===== config.mk =====
export PLATFORM = sky130hd
export DESIGN_NAME = fu_mul_sequencer
export DESIGN_NICKNAME = d
export VERILOG_FILES = /design/src/rtl/fu_mul_sequencer_pkg.sv /design/src/rtl/fu_mul_sequencer.sv
export SDC_FILE = /design/constraint.sdc
export NUM_CORES = 1
export LEC_CHECK = 0
export CORE_AREA = 4 4 148 150
export CTS_BUF_LIST = sky130_fd_sc_hd__clkbuf_2
export DETAILED_ROUTE_END_ITERATION = 16
export DIE_AREA = 0 0 152 154
export DONT_BUFFER_PORTS = 1
export PLACE_DENSITY = 0.53
export SKIP_LAST_GASP = 1
export SLEW_MARGIN = 0
export SYNTH_ARGS = -nofsm -noshare
export SYNTH_HDL_FRONTEND = slang
export SYNTH_SLANG_ARGS = --single-unit

===== constraint.sdc =====
create_clock -name clk -period 5.1 [get_ports clk]
set_input_delay 0.51 -clock clk [delete_from_list [all_inputs] [get_ports clk]]
set_output_delay 0.51 -clock clk [all_outputs]
set_load 0.03 [all_outputs]

===== src/rtl/fu_mul_sequencer_pkg.sv =====
// Shared definitions for the shift-add multiply sequencer: FunctionUnit opcodes and FSM states.
package fu_mul_sequencer_pkg;

  localparam logic [3:0] FS_ADD = 4'b0010;
  localparam logic [3:0] FS_SHL = 4'b1110;
  localparam logic [3:0] FS_SHR = 4'b1101;
  localparam logic [3:0] FS_NOP = 4'b1111;

  typedef enum logic [2:0] {
    ST_IDLE = 3'd0,
    ST_ADD  = 3'd1,
    ST_SHL  = 3'd2,
    ST_SHR  = 3'd3,
    ST_DONE = 3'd4
  } state_t;

endpackage


===== src/rtl/fu_mul_sequencer.sv =====
// Multi-cycle 32x32 unsigned multiply (low word) driving the shared FunctionUnit one op per cycle.
// Handshake: start is sampled only in IDLE; done pulses for one cycle with result/overflow already valid.
module fu_mul_sequencer
  import fu_mul_sequencer_pkg::*;
#(
  parameter int W          = 32,
  parameter bit EARLY_EXIT = 1'b1
) (
  input  logic         clk,
  input  logic         rst,
  input  logic         start,
  input  logic [W-1:0] a_in,
  input  logic [W-1:0] b_in,
  output logic         busy,
  output logic         done,
  output logic [W-1:0] result,
  output logic         overflow,
  output logic [3:0]   fu_fs,
  output logic [4:0]   fu_sh,
  output logic [W-1:0] fu_a,
  output logic [W-1:0] fu_b,
  input  logic [W-1:0] fu_fout,
  input  logic         fu_carryout,
  input  logic         fu_zero,
  output state_t       dbg_state
);

  localparam logic [5:0] LAST_ITER = 6'(W - 1);

  state_t         state;
  logic [W-1:0]   acc;
  logic [W-1:0]   mcand;
  logic [W-1:0]   mplier;
  logic [5:0]     cnt;
  logic           ovf;

  assign busy      = (state != ST_IDLE);
  assign dbg_state = state;

  always_comb begin
    fu_fs = FS_NOP;
    fu_sh = 5'd0;
    fu_a  = '0;
    fu_b  = '0;
    case (state)
      ST_ADD: begin
        fu_fs = FS_ADD;
        fu_a  = acc;
        fu_b  = mcand;
      end
      ST_SHL: begin
        fu_fs = FS_SHL;
        fu_sh = 5'd1;
        fu_a  = mcand;
      end
      ST_SHR: begin
        fu_fs = FS_SHR;
        fu_sh = 5'd1;
        fu_a  = mplier;
      end
      default: ;
    endcase
  end

  // result/overflow/done are loaded on the transition into DONE so they are valid during the done cycle.
  always_ff @(posedge clk) begin
    if (rst) begin
      state    <= ST_IDLE;
      acc      <= '0;
      mcand    <= '0;
      mplier   <= '0;
      cnt      <= 6'd0;
      ovf      <= 1'b0;
      result   <= '0;
      overflow <= 1'b0;
      done     <= 1'b0;
    end else begin
      done <= 1'b0;
      case (state)
        ST_IDLE: begin
          if (start) begin
            acc    <= '0;
            mcand  <= a_in;
            mplier <= b_in;
            ovf    <= 1'b0;
            cnt    <= 6'd0;
            if (EARLY_EXIT && (b_in == '0)) begin
              state    <= ST_DONE;
              done     <= 1'b1;
              result   <= '0;
              overflow <= 1'b0;
            end else if (b_in[0]) begin
              state <= ST_ADD;
            end else begin
              state <= ST_SHL;
            end
          end
        end
        ST_ADD: begin
          acc   <= fu_fout;
          ovf   <= ovf | fu_carryout;
          state <= ST_SHL;
        end
        ST_SHL: begin
          // A bit shifted out of the multiplicand is lost product only if a later multiplier bit is set.
          mcand <= fu_fout;
          ovf   <= ovf | (mcand[W-1] & (mplier[W-1:1] != '0));
          state <= ST_SHR;
        end
        ST_SHR: begin
          mplier <= fu_fout;
          cnt    <= cnt + 6'd1;
          if ((EARLY_EXIT && fu_zero) || (cnt == LAST_ITER)) begin
            state    <= ST_DONE;
            done     <= 1'b1;
            result   <= acc;
            overflow <= ovf;
          end else if (fu_fout[0]) begin
            state <= ST_ADD;
          end else begin
            state <= ST_SHL;
          end
        end
        ST_DONE: begin
          state <= ST_IDLE;
        end
        default: begin
          state <= ST_IDLE;
        end
      endcase
    end
  end

endmodule


# After elaboration in Yosys (flattened, before gate mapping)
# Cells that the tools add are included.
# classes
addsub	1
n_eq_ne	7
n_mux	32
n_reduce_logical	15
bitwise	3
# ops
op	n
$pmux W32 S2	4
$mux W32	7
$pmux W32 S3	1
$logic_not A32 Y1	1
$reduce_bool A31 Y1	1
$pmux W3 S4	1
$pmux W4 S3	1
$pmux W6 S2	1
$mux W3	3
$mux W1	8
$reduce_and A2 Y1	4
$add A6 B1 Y6 const B	1
$eq A3 B2 Y1 const B	2
$eq A6 B5 Y1 const B	1
$mux W6	1
$ne A2 B2 Y1 const B	3
$reduce_bool A2 Y1	3
$reduce_bool A3 Y1	2
$mux W2	2
$pmux W1 S2	2
$reduce_and A4 Y1	1
$eq A3 B1 Y1 const B	1
$logic_not A3 Y1	1
$pmux W1 S3	1
other kinds (4)	5
# word_totals
output_inout_bits	111
word_cells	67
in_bits	101
regBits	140

# Longest topological paths before layout
# logic_depth
ltp_word	4
ltp_mapped	8
ltp_nobuf	5

# Least setup slack after synthesis
# No wires, ideal clock.
# synth_path
kind	flip-flop to output port
start	register state[1] (netlist: dbg_state[1])
end	output fu_a[15]
required_ps	4590
t_arrival_ps	1871
setup_slack_ps	2719
path_stages_with_launch	7
n_path_buf	3
path_cell_list	dfxtp_1 buf_6 clkbuf_1 buf_2 mux2_2 a22oi_1 nor2_1
# synth_via
elab_chain_cells	2
word_cells_on_any_way	4
cone_classes	3 x eq/ne; 1 x mux
# synth_rtl
element	line	rtl
from (decl)	fu_mul_sequencer.sv:30	state_t state;
from (signal assigned)	fu_mul_sequencer.sv:68	state <= ST_IDLE;
from (signal assigned)	fu_mul_sequencer.sv:88	state <= ST_DONE;
from (signal assigned)	fu_mul_sequencer.sv:93	state <= ST_ADD;
$eq A3 B2 Y1 / $eq A3 B1 Y1 (equally long branches)	fu_mul_sequencer.sv:45	case (state)
$pmux W32 S3 *	fu_mul_sequencer.sv:45	
to (decl)	fu_mul_sequencer.sv:20	output logic [W-1:0] fu_a,
# Every way passes the cells marked *; elsewhere a longest branch is shown, timed or not.

# Worst setup path in the final report
# layout_path
start	register state[0] (netlist: dbg_state[0])
end	output fu_a[5]
# Same word-level chain as after synthesis.

==> flow_summary_export.csv <==
group,metric,value,unit
status,status,"completed",
detailed_routing,drt_iter0_drc,517,
grt,antenna_found_initial,1,
setup_path,worstPathMaxFanout,36,
power,ir_drop,0.000160,V
clocking,cts.htree.levels,4,
setup_path,cp-endpoint,"fu_a[5]",
final_layout,fin_cells,1231,
final_layout,final_nets,1044,
final_layout,area_growth,19.5,%
setup_path,worstReg2RegEnd,"mcand[29]",
final_layout,multi_input_area,0.00381,mm²
setup_path,reg2reg_slack,1600,ps
place,io_buffers,0,
synth,netlist_top_cells_count,"165 x nand2_1, 140 x dfxtp_1, 102 x nor2_1, 54 x a311oi_1, 41 x clkbuf_1",
detailed_routing,first_pass_iters,5,
clocking,clk_path_buf_depth,2,
final_layout,seqCellArea,0.00281,mm²
worst_hold_path,hp-class,"input port to flip-flop",
sta,timing.fmax,0.277,GHz
clocking,cts.sink_count,140,
synth,synthFlopType,"dfxtp_1",
synth,synth.distinct_cells,42,
die,die_h,154,µm
setup_path,path_buf_inv,1,
setup_path,worstSetupEndpointType,"output pin",
die,num_rows,53,
detailed_routing,vias,6739,
sta,post-route-period-util,70.8,%
place,post_dp_cell_area,0.00721,mm²
place,post-place-cells,1093,
power,total_power,2.95,mW
setup_path,critPathMaxStageDelay,680,ps
setup_path,critPathKind,"flip-flop to output pin",
clocking,cts_tree,"built",
sta,worst_slew_pin_slew,944,ps
detailed_routing,post_drt_wl_per_cell,21.1,µm
grt,grt_pass1_vias,6516,
final_layout,n_fill_cell,2151,
sta,final-setup-viol-count,0,
grt,grtUsageTotal,21.3,%
run,max_cap_violations,0,
synth,synth.avg_cell_area,7.99,µm²
synth,synth_area_leaders,"dfxtp_1 39%, nand2_1 8.7%, a311oi_1 6.6%, nor2_1 5.4%, mux2_2 5.0%",
power,p_per_area,345,mW/mm²
synth,yosys_warnings,0,
sta,rsz0062_at_grt,"false",
detailed_routing,ant_nets,0,
final_layout,drive_above_1_share,10.7,%
sta,skew,35.4,ps
synth,async_reset_ff_share,0,%
sta,finalMaxSlewViolations,0,
setup_path,crit_path_start,"dbg_state[0]",
synth,syn_inst,895,
synth,ys_seq_area_share,39.2,%
detailed_routing,via_per_inst,5.47,
sta,hold_slack,75.3,ps
synth,synth.most_common_cell,"nand2_1",
sta,hold_violations,0,
detailed_routing,drc,0,
setup_path,worstPathRequired,4590,ps
die,io_pins,212,
die,core_area,0.0207,mm²
die,die_w,152,µm
clocking,clk_latency,710,ps
detailed_routing,routed_wl,26000,µm
setup_path,path_depth,4,
sta,slew_headroom,37.1,%
grt,gr-total-overflow,0,
synth,ys_seq_elements,140,
clocking,numCtsBuffers,17,
die,initial_core_util,34.5,%
grt,grt_pass1_wl,39700,µm
synth,synth_top_area_share,39.2,%
grt,grt_max_degree,173,
setup_path,crit_chain,"nor2b_2, buf_4, a22oi_1, nor2_1",
setup_path,rr_startpoint,"dbg_state[0]",
setup_path,cp_top_family,"simple AND/OR/NAND/NOR gates",
setup_path,setup.worst_path.start_class,"flip-flop",
place,place_congestion,0.836,
sta,post-route-min-period,3610,ps
sta,finalSetupTns,0,ps
setup_path,r2r_cells,7,
die,dieArea,0.0234,mm²
clocking,cts_root_buf,"clkbuf_2",
place,hpwl,17100,µm
clocking,clk_pin_slew,190,ps
synth,syn_area,0.00715,mm²
synth,synth_edf_count,0,
setup_path,cp.arrival,3100,ps
clocking,cts.repair.resized,0,
final_layout,design_area,0.00854,mm²
setup_path,critPathSlowestCell,"nor2b_2",
synth,yosys.area.top_type,"dfxtp_1",
power,leakagePower,3.04,nW
layer usage:
| metal | global-route usage, % | share of wire (%) | vias to the layer above |
|---|---|---|---|
| met5 | 0 | 0 | - |
| met3 | 6.22 | 7.4 | 27 |
| li1 | - | - | 3269 |
| met1 | 29.3 | 46 | 3182 |
| met2 | 32.9 | 45 | 261 |
| met4 | 5.57 | 1.5 | 0 |
repair_timing:
action	in CTS	in global routing
hold buffers	105	0
endpoints found under the hold margin	140	0
setup buffers	0	0
through the flow:
stage / utilization (%) / worst slack, ps
after floorplan: - / 2720
final: 41.3 / 1490
after detailed placement: 34.8 / 2210
after CTS: 41.3 / 1460
after global routing: 41.3 / 1300
after global placement: 34.8 / 2250
cells in the final DEF, fill, tap and decap left out, types with 2 or more instances in the layout:
master and count:
xnor2_1 4, nand3b_1 33, and2_1 34, nand2_1 164, nor2b_1 2, bufinv_16 3, nor4_1 15, dfxtp_2 3
a311oi_1 54, clkinv_2 3, o41ai_1 33, buf_4 14, inv_2 2, nand3_1 35, conb_1 4, inv_1 35
clkinv_4 3, a22oi_1 33, nand4b_1 3, clkbuf_2 17, nor2_1 102, o21ba_1 2, a21oi_1 34, dfxtp_1 137
mux2_2 32, dlygate4sd3_1 104, clkinvlp_4 4, nand4_1 4, a211oi_1 4, nor3_1 8, a311oi_2 10
where the power goes:
part	switching, mW	internal, mW
logic	0.574	0.308
clock network	0.447	0.272
registers	0.127	1.22
final cells by class:
cell class                      count  area share [%]
Antenna cell                        1          0.0293
Clock buffer                       17           0.996
Clock inverter                     15            2.04
Inverter                           37            1.63
Multi-Input combinational cell    627            44.7
Sequential cell                   140            32.9
Tap cell                          275            4.03
Timing Repair Buffer              119            13.7
state kept, by name, indices dropped and copies added (netlist names):
| signal | flops |
|---|---|
| mplier | 32 |
| mcand | 32 |
| overflow | 1 |
| acc | 32 |
| done | 1 |
| dbg_state | 3 |
| ovf | 1 |
| cnt | 6 |
| result | 32 |
worst min path at each step:
stage | slack [ps] | to | depth (start not counted) | from
floorplan | 450 | overflow | 2 | ovf
global placement | 470 | acc[4] | 2 | acc[4]
detailed placement | 470 | acc[4] | 2 | acc[4]
CTS | 3 | dbg_state[1] | 2 | fu_fout[0]
global route | 4 | dbg_state[0] | 3 | b_in[0]
finish | 80 | dbg_state[1] | 2 | fu_fout[0]
worst register-to-register path: cells and delay by family, from the launching register on:
family	cells	cell delay, ps
AO/OA/AOI/OAI	1	300
buffers and inverters	3	1530
flip-flops	1	890
AND/OR/NAND/NOR	3	790
cell families after synthesis:
kind of cell	share of synthesized area, %
buf+inv	8.02
mux	5.04
flops	39.2
other cells	0.0525
simple gates	26.6
fa+ha+maj	0.175
compound gates	20.4
xor+xnor	0.490
(Power assumes the default switching activity.)
